===== src/rtl/cmpx_node.sv =====
// cmpx_node: compare-exchange node for a sorting mesh.
// Accepts one key/tag operand pair per transaction. Keys are compared
// unsigned, and each tag travels with its key. The result is registered
// behind a one-deep valid/ready output stage.
// The optional saturating exchange counter is enabled by the macro
// CMPX_NODE_SWAP_CNT_EN. Without the macro, swap_cnt reads 0 and
// swap_cnt_clr is ignored.
module cmpx_node #(
  parameter int WIDTH   = 8,
  parameter int TAG_W   = 4,
  parameter int ROW_IDX = 0
) (
  input  logic             clk,
  input  logic             reset,
  input  logic             in_valid,
  output logic             in_ready,
  input  logic [WIDTH-1:0] a_key,
  input  logic [TAG_W-1:0] a_tag,
  input  logic [WIDTH-1:0] b_key,
  input  logic [TAG_W-1:0] b_tag,
  input  logic [1:0]       mode,
  output logic             out_valid,
  input  logic             out_ready,
  output logic [WIDTH-1:0] lo_key,
  output logic [TAG_W-1:0] lo_tag,
  output logic [WIDTH-1:0] hi_key,
  output logic [TAG_W-1:0] hi_tag,
  output logic             swapped,
  input  logic             swap_cnt_clr,
  output logic [15:0]      swap_cnt
);

  localparam logic [0:0] EMPTY = 1'b0;
  localparam logic [0:0] FULL  = 1'b1;

  // In snake mode, odd rows sort descending.
  localparam logic ROW_ODD = (ROW_IDX % 2) != 0;

  logic [0:0]       state_q, state_d;
  logic             accept;
  logic             drain;
  logic             desc;
  logic             exch;
  logic [WIDTH-1:0] lo_key_q, lo_key_d;
  logic [TAG_W-1:0] lo_tag_q, lo_tag_d;
  logic [WIDTH-1:0] hi_key_q, hi_key_d;
  logic [TAG_W-1:0] hi_tag_q, hi_tag_d;
  logic             swapped_q;

  assign in_ready  = (state_q == EMPTY) | out_ready;
  assign out_valid = (state_q == FULL);
  assign accept    = in_valid & in_ready;
  assign drain     = out_valid & out_ready;

  assign lo_key  = lo_key_q;
  assign lo_tag  = lo_tag_q;
  assign hi_key  = hi_key_q;
  assign hi_tag  = hi_tag_q;
  assign swapped = swapped_q;

  // Compare-exchange datapath; equal keys never exchange.
  always_comb begin
    desc = 1'b0;
    case (mode)
      2'b01:   desc = 1'b1;
      2'b10:   desc = ROW_ODD;
      default: desc = 1'b0;
    endcase
    exch = (mode != 2'b11) && (desc ? (a_key < b_key) : (a_key > b_key));
    lo_key_d = exch ? b_key : a_key;
    lo_tag_d = exch ? b_tag : a_tag;
    hi_key_d = exch ? a_key : b_key;
    hi_tag_d = exch ? a_tag : b_tag;
  end

  // Next-state logic: accept wins over drain, so back-to-back traffic stays FULL.
  always_comb begin
    state_d = state_q;
    if (accept)     state_d = FULL;
    else if (drain) state_d = EMPTY;
  end

  // State register.
  always_ff @(posedge clk or posedge reset) begin
    if (reset) state_q <= EMPTY;
    else       state_q <= state_d;
  end

  // Result register: loads only on accept, so the result holds through stalls.
  always_ff @(posedge clk or posedge reset) begin
    if (reset) begin
      lo_key_q  <= '0;
      lo_tag_q  <= '0;
      hi_key_q  <= '0;
      hi_tag_q  <= '0;
      swapped_q <= 1'b0;
    end else if (accept) begin
      lo_key_q  <= lo_key_d;
      lo_tag_q  <= lo_tag_d;
      hi_key_q  <= hi_key_d;
      hi_tag_q  <= hi_tag_d;
      swapped_q <= exch;
    end
  end

`ifdef CMPX_NODE_SWAP_CNT_EN
  logic [15:0] swap_cnt_q;

  // Saturating exchange counter; the clear takes priority over a same-cycle swap.
  always_ff @(posedge clk or posedge reset) begin
    if (reset)                                   swap_cnt_q <= '0;
    else if (swap_cnt_clr)                       swap_cnt_q <= '0;
    else if (accept && exch && swap_cnt_q != '1) swap_cnt_q <= swap_cnt_q + 16'd1;
  end

  assign swap_cnt = swap_cnt_q;
`else
  logic unused_swap_cnt_clr;
  assign unused_swap_cnt_clr = swap_cnt_clr;
  assign swap_cnt            = '0;
`endif

endmodule

===== config.mk =====
export PLATFORM = sky130hd
export DESIGN_NAME = cmpx_node
export DESIGN_NICKNAME = d
export VERILOG_FILES = /design/src/rtl/cmpx_node.sv
export SDC_FILE = /design/constraint.sdc
export NUM_CORES = 1
export LEC_CHECK = 0
export CAP_MARGIN = 20
export CORE_UTILIZATION = 38
export DETAILED_ROUTE_END_ITERATION = 10
export PLACE_DENSITY_LB_ADDON = 0.3
export SYNTH_ARGS = -nofsm -noshare
export SYNTH_HDL_FRONTEND = slang
export SYNTH_SLANG_ARGS = --single-unit

===== constraint.sdc =====
create_clock -name clk -period 1.54 [get_ports clk]
set_input_delay 0.385 -clock clk [delete_from_list [all_inputs] [get_ports clk]]
set_output_delay 0.385 -clock clk [all_outputs]
set_load 0.02 [all_outputs]

**Word level (Yosys, flattened, before mapping)**

Cells that the tools add are included.

- Register bits after elaboration: 26
- Bits in latches: 0
- Memory bits (writable): 0
- ROM bits: 0
- Output and inout port bits: 43
- Memories: 0

- Add/sub/neg operators: 0
- $mul: 0
- Divide/modulo/power cells: 0
- $lt $le $gt $ge: 2
- Eq/ne operators: 2
- Shifts and indexed selects: 0
- Mux-type cells: 8
- Bitwise gates (word level): 4
- Reductions and logical operators: 2

Operator list:

| kind | count |
|---|---|
| 8-bit 2-to-1 mux | 2 |
| 8-bit > comparator | 1 |
| 8-bit less-than comparator | 1 |
| 4-bit 2-to-1 mux | 2 |
| 1-bit 2-to-1 mux | 4 |
| 1-bit bitwise AND | 2 |
| 2-bit by 1-bit == test with 1-bit output (second input constant) | 1 |
| 2-bit inequality test (second input constant) | 1 |
| 2-bit nonzero test | 1 |
| 1-bit logical AND | 1 |
| 1-bit NOT | 1 |
| 1-bit OR | 1 |

**Depth between registers and ports, before layout**

Gate-level depths: netlist of run 1.

- Depth after elaboration: 5
- Mapped depth: 8
- Depth with buffers taken out: 7

**Least setup slack after synthesis of run 1**

No wires, ideal clock.

- Path type: input to register
- Start point: input b_key[7]
- End point: register hi_key_q[0], in the netlist hi_key[0]
- Setup time: 79 ps
- Arrival: 2,187 ps
- Required time: 1,461 ps
- Setup slack: -726 ps
- Stages: 8
- Path buffers: 1
- Cells stage by stage: inv_1 -> ha_1 -> and3_4 -> a221oi_2 -> nor3_1 -> a311oi_2 -> buf_6 -> mux2i_1

- Cells in the longest elaborated chain, start to end: 4
- Elaborated cells between the ends (all ways): 5
- Classes of those cells: 2 x order compare; 2 x mux; 1 x reduce/logical

RTL lines:

| what | RTL line | source |
|---|---|---|
| from (decl) | 19 | `input logic [WIDTH-1:0] b_key,` |
| 8-bit > comparator or 8-bit less-than comparator (tied branches) | 69 | `exch = (mode != 2'b11) && (desc ? (a_key < b_key) : (a_key > b_key));` |
| 1-bit 2-to-1 mux (*) | 69 |  |
| 1-bit logical AND (*) | 69 |  |
| 8-bit 2-to-1 mux (*) | 72 | `hi_key_d = exch ? a_key : b_key;` |
| to (signal assigned) | 100 | `hi_key_q <= hi_key_d;` |
| to (decl) | 46 | `logic [WIDTH-1:0] hi_key_q, hi_key_d;` |

Every way passes the cells marked *; elsewhere a longest branch is shown, timed or not.
A chain may end at the register's enable or synchronous reset.

**Final worst setup path of run 1**

- Start point: input a_key[1]
- End point: register hi_key_q[5], in the netlist hi_key[5]

- Cells in the longest elaborated chain, start to end: 4
- Elaborated cells between the ends (all ways): 5
- Classes of those cells: 2 x order compare; 2 x mux; 1 x reduce/logical

RTL lines:

| what | RTL line | source |
|---|---|---|
| from (decl) | 17 | `input logic [WIDTH-1:0] a_key,` |
| 8-bit > comparator or 8-bit less-than comparator (tied branches) | 69 |  |
| 1-bit 2-to-1 mux (*) | 69 |  |
| 1-bit logical AND (*) | 69 |  |
| 8-bit 2-to-1 mux (*) | 72 |  |

Marks and branches as above.

==> results of run 1 <==
==> sequential cells by signal, indices dropped and copies added (netlist names) <==
register	cells
lo_key	8
lo_tag	4
out_valid	1
hi_tag	4
hi_key	8
swapped	1
==> Yosys cell counts (2+ instances only) <==
cell      count  share of area
a21o_1        2         0.0087
nand2b_1      2         0.0073
buf_4        16          0.070
dfrtp_1      26           0.38
inv_1         9          0.020
nand4_1       2         0.0073
nand2_1       2         0.0044
ha_1          8          0.058
nor2_1        9          0.020
and3_1       16          0.058
clkbuf_1      8          0.017
mux2i_1      24           0.14
a21oi_1      49           0.14
==> worst max path at each step <==
| stage | start | endpoint | slack (ps) | depth (start not counted) |
|---|---|---|---|---|
| 3_3_place_gp | b_key[5] | lo_tag[0] | -1150 | 8 |
| 4_1_cts | b_key[3] | hi_key[5] | -670 | 7 |
| 5_1_grt | a_key[6] | lo_tag[3] | -340 | 7 |
| 2_1_floorplan | b_key[5] | hi_key[0] | -580 | 8 |
| 6_report | a_key[1] | hi_key[5] | -270 | 8 |
| 3_5_place_dp | b_key[5] | hi_key[5] | -1180 | 8 |
==> metal layers <==
layer	up-vias	share of wire	routed length [um]
met1	768	0.46	2050
met3	7	0.049	219
met4	0	0.012	54
li1	789	-	-
met5	-	0	0
met2	61	0.48	2180
==> worst min-delay path, stage by stage <==
cell	delay, ps
clkdlybuf4s50_1	400
inv_1	50
buf_4	320
==> repair_timing <==
item / CTS / global route
buffers inserted: 2 / 4
setup endpoints to repair: 52 / 26
pin swaps: 6 / 16
cloned: 1 / 0
resized for setup: 47 / 57
==> report_power, final <==
group          switching (mW)  internal, mW  total, mW
Combinational           0.646         0.538       1.18
Sequential              0.145         0.853      0.998
Clock                   0.228         0.348      0.576
==> per-stage QoR <==
step / area (um^2) / hold WS (ps)
after floorplan: 1870 / 425
after CTS: 2560 / 477
after global placement: 2470 / 466
after global routing: 2710 / 502
after detailed placement: 2470 / 482
final: 2710 / 471
==> cells by family (layout without fill, tap and decap cells) <==
logic type	after synthesis	after routing	share of synthesized area
DFF	26	26	0.378
and+or+nand+nor	36	36	0.118
adders and majority gates	8	8	0.0581
buffers and inverters	36	93	0.118
other	1	16	0.00218
muxes	24	24	0.139
AOI/OAI and AO/OA	57	58	0.187
==> layout make-up <==
cell class	count	area, um^2
fillers	345	1650
multi-input cells	142	1120
repair buffers	80	751
flip-flops and latches	26	651
well taps	52	65.1
inverters	9	53.8
clock buffers	3	41.3
clock inverters	1	30.0
==> flow_summary.json, run 1 <==
{
  "outcome": "finished with violations",
  "violations": "setup timing",
  "reg2reg_setup_slack_ps": 160,
  "drive_gt1_frac": 0.257,
  "clk_pin_slew_ps": 100,
  "layout_setup_ws_ps": -275,
  "io-pin-count": 74,
  "cts_buffer_depth": 2,
  "path_buf_inv": 2,
  "arrival_ps": 1970,
  "via_per_inst": 5.19,
  "ys_types": 28,
  "crit_required_ps": 1700,
  "fin_skew_ps": 4.60,
  "chipWidth_um": 69.3,
  "clock_latency_ps": 270,
  "initial_core_util": 0.396,
  "grtUsageTotal": 0.185,
  "post-route-min-period_ps": 1810,
  "dp.cells": 303,
  "r2r-start": "out_valid",
  "worstSetupEndpointType": "flip-flop",
  "final_common_cell": "a21oi_1",
  "power_leakage_nw": 1.38,
  "crit_slowest_cell": "a311o_2",
  "wl_mm": 4.50,
  "ff2ff_path_depth": 7,
  "firstDrtPassIters": 4,
  "crit_chain": "buf_8, ha_4, nor2b_4, o211ai_1, buf_4, a21o_4, a311o_2, mux2i_1",
  "r2r-end": "hi_key[3]",
  "core_area_um2": 4350,
  "num_rows": 24,
  "grt-ovfl-total": 0,
  "diodes": 0,
  "hold_viol_final": 0,
  "syn2layout_area_growth_pct": 57.2,
  "cts_tree": "built",
  "cpPeakStageDelay_ps": 480,
  "p_per_area_nw_per_um2": 1020,
  "gp_congestion": 0.829,
  "grt_use_met1": 0.244,
  "final_cell_mix": "a21oi_1, dfrtp_1, dlygate4sd2_1",
  "cts_root_buf": "clkbuf_8",
  "grt_max_degree": 31,
  "ctsHoldBuffers": 0,
  "htreeDepth": 1,
  "ys.flop_type": "dfrtp_1",
  "min_path_type": "input port to async pin",
  "postRouteAntennaNets": 0,
  "grt_pass1_wl_mm": 7.28,
  "drv_cap": 0,
  "antenna_found_initial": 0,
  "min_period_over_period": 1.18,
  "rsz0062_at_grt": "true",
  "finalNonFillerCells": 313,
  "postSynthAreaPerCell_um2": 9.16,
  "drc": 0,
  "grt_pass1_vias": 1563,
  "synthArstFlopShare": 1.00,
  "max_freq_mhz": 551,
  "yosys_warnings": 0,
  "ys_ff_latch": 26,
  "finalSetupViolCount": 25,
  "startpoint_type": "input port",
  "path_max_fanout": 6,
  "path_delay_family": "compound AO/OA/AOI/OAI gates",
  "hpwl_mm": 3.13,
  "cts.sinks": 26,
  "num_vias": 1625,
  "fin_total_pwr_mw": 2.76,
  "cts_buffers": 3,
  "syn_inst": 188,
  "dieArea_um2": 4810,
  "met2_usage": 0.325,
  "portBuffers": 56,
  "fp.dieH_um": 69.3,
  "drv_slew": 0,
  "tns_ps": -5970,
  "critical_path_class": "input port to flip-flop",
  "synth_area_um2": 1720,
  "drtIter0Drc": 87,
  "nNetsFinal": 301,
  "busiest_layer": "met2",
  "grt_use_met3": 0.0160,
  "drt-wirelength-per-cell_um": 14.4,
  "place_ws_ps": -1180,
  "ys_seq_area_frac": 0.378,
  "max-vdd-ir-drop_mv": 0.550,
  "synth_edf_count": 0,
  "finish.utilization": 0.622
}
No activity file was read; power rests on OpenSTA's default activity.
==> run 2: changes to the inputs <==
SETUP_SLACK_MARGIN = 0.2   (was unset)
==> run 2 against run 1 <==
  * Die area unchanged
  * Largest cell class unchanged
  * Critical endpoint is now hi_key[1]
  * Sequential power fell by 1%
  * Wire length is 6.5% higher
  * Critical path type unchanged
  * Clock skew shrank 0.80 ps
  * Via count up 1.7%
  * Utilization down 0.75 points
  * Global-route usage increased by 1.5 points
  * Combinational power grew 12%
  * Final cell count rose by 0.96%
  * The flow still finishes with violations (setup timing)
  * Critical path depth grew 2
  * First-iteration DRC count grew 36%
==> flow_summary.json, run 2 (synthesis results as in run 1) <==
{
  "outcome": "finished with violations",
  "violations": "setup timing",
  "worstSetupEndpointType": "flip-flop",
  "io-pin-count": 74,
  "htreeDepth": 1,
  "core_area_um2": 4350,
  "drtIter0Drc": 118,
  "dp.cells": 298,
  "drc": 0,
  "startpoint_type": "input port",
  "critical_path_class": "input port to flip-flop",
  "rsz0062_at_grt": "true",
  "final_cell_mix": "a21oi_1, dfrtp_1, mux2i_1, buf_4, buf_2",
  "dieArea_um2": 4810,
  "max-vdd-ir-drop_mv": 0.508,
  "cts_buffers": 3,
  "crit_slowest_cell": "a311oi_4",
  "drv_cap": 0,
  "path_buf_inv": 4,
  "drv_slew": 0,
  "finalNonFillerCells": 316,
  "hpwl_mm": 3.13,
  "drt-wirelength-per-cell_um": 15.1,
  "drive_gt1_frac": 0.383,
  "arrival_ps": 2090,
  "num_vias": 1653,
  "hold_viol_final": 0,
  "final_common_cell": "a21oi_1",
  "via_per_inst": 5.23,
  "power_leakage_nw": 1.30,
  "tns_ps": -7500,
  "fp.dieH_um": 69.3,
  "post-route-min-period_ps": 1910,
  "initial_core_util": 0.396,
  "path_delay_family": "compound AO/OA/AOI/OAI gates",
  "path_max_fanout": 7,
  "layout_setup_ws_ps": -366,
  "finalSetupViolCount": 25,
  "portBuffers": 56,
  "nNetsFinal": 305,
  "antenna_found_initial": 0,
  "min_period_over_period": 1.24,
  "clock_latency_ps": 270,
  "grt_pass1_wl_mm": 7.70,
  "grt_max_degree": 31,
  "grtUsageTotal": 0.200,
  "diodes": 0,
  "grt_pass1_vias": 1618,
  "firstDrtPassIters": 4,
  "crit_required_ps": 1720,
  "ctsHoldBuffers": 0,
  "grt-ovfl-total": 0,
  "cts.sinks": 26,
  "cts_buffer_depth": 2,
  "max_freq_mhz": 525,
  "clk_pin_slew_ps": 90,
  "cpPeakStageDelay_ps": 290,
  "chipWidth_um": 69.3,
  "min_path_type": "input port to async pin",
  "num_rows": 24,
  "cts_tree": "built",
  "postRouteAntennaNets": 0,
  "gp_congestion": 0.818,
  "cts_root_buf": "clkbuf_8",
  "wl_mm": 4.79,
  "syn2layout_area_growth_pct": 55.3,
  "p_per_area_nw_per_um2": 1010,
  "fin_total_pwr_mw": 2.70,
  "fin_skew_ps": 3.80,
  "crit_chain": "buf_8, inv_6, ha_4, nor2b_4, o211ai_1, a211oi_2, a311oi_4, buf_4, buf_12, mux2i_2"
}
[run 2: cell types whose count changed in the layout (fill, tap and decap cells not counted), sizes merged]
cell / change
buf: +26
dlygate4sd2: -24
clkdlybuf4s15: +11
dlymetal6s2s: -8
a311o: -1
bufinv: -1
clkbuf: +1
clkdlybuf4s50: -1
[run 2: repair_timing]
item / in CTS / in global routing
resized for setup: 161 / 32
endpoints found under the setup margin: 52 / 46
pin swaps: 13 / 13
gates cloned: 1 / 0
buffers inserted: 6 / 8
[run 2: power by group]
part / internal (mW) / total, mW / switching (mW)
Clock: 0.175 / 0.395 / 0.219
Sequential: 0.852 / 0.985 / 0.132
Combinational: 0.621 / 1.32 / 0.695
[run 2: final timing paths]
kind,start,to,slack [ps],cells past startpoint
max in group asynchronous,reset,hi_key[7],810,3
min in group clk,swapped,swapped,490,2
setup / recovery,b_key[1],hi_key[1],-370,10
hold reg to reg,swapped,swapped,490,2
hold / removal,reset,hi_tag[1],470,3
setup reg to reg,out_valid,hi_key[1],-50,7
[run 2: cell type report]
type	count	area (um^2)
clock buffers	3	41.3
fillers	371	1680
inverters	9	56.3
multi-input cells	141	1100
flip-flops and latches	26	651
well taps	52	65.1
repair buffers	85	766
[run 2: worst reg2reg max path, stage by stage, from the launching register on]
cell,delay (ps)
dfrtp_1,410
nand2b_4,90
buf_4,210
nand2_1,180
buf_12,210
nor2_1,130
a21oi_1,80
mux2i_2,190
[run 2: through the flow]
| stage | hold WS (ps) | cell area (um^2) | utilization | setup slack, ps |
|---|---|---|---|---|
| after floorplan | 425 | 1880 | - | -580 |
| after global placement | 470 | 2460 | 0.566 | -1110 |
| after detailed placement | 475 | 2460 | 0.566 | -1170 |
| after CTS | 482 | 2670 | 0.614 | -390 |
| after global routing | 504 | 2680 | 0.614 | -407 |
| final | 470 | 2680 | 0.614 | -366 |
[run 2: metal layers]
layer  global-route usage  vias up  wire length, um
li1                     -      794                -
met1                0.256      791             2150
met2                0.345       60             2370
met3               0.0276        8              189
met4               0.0703        0               80
met5                    0        -                0
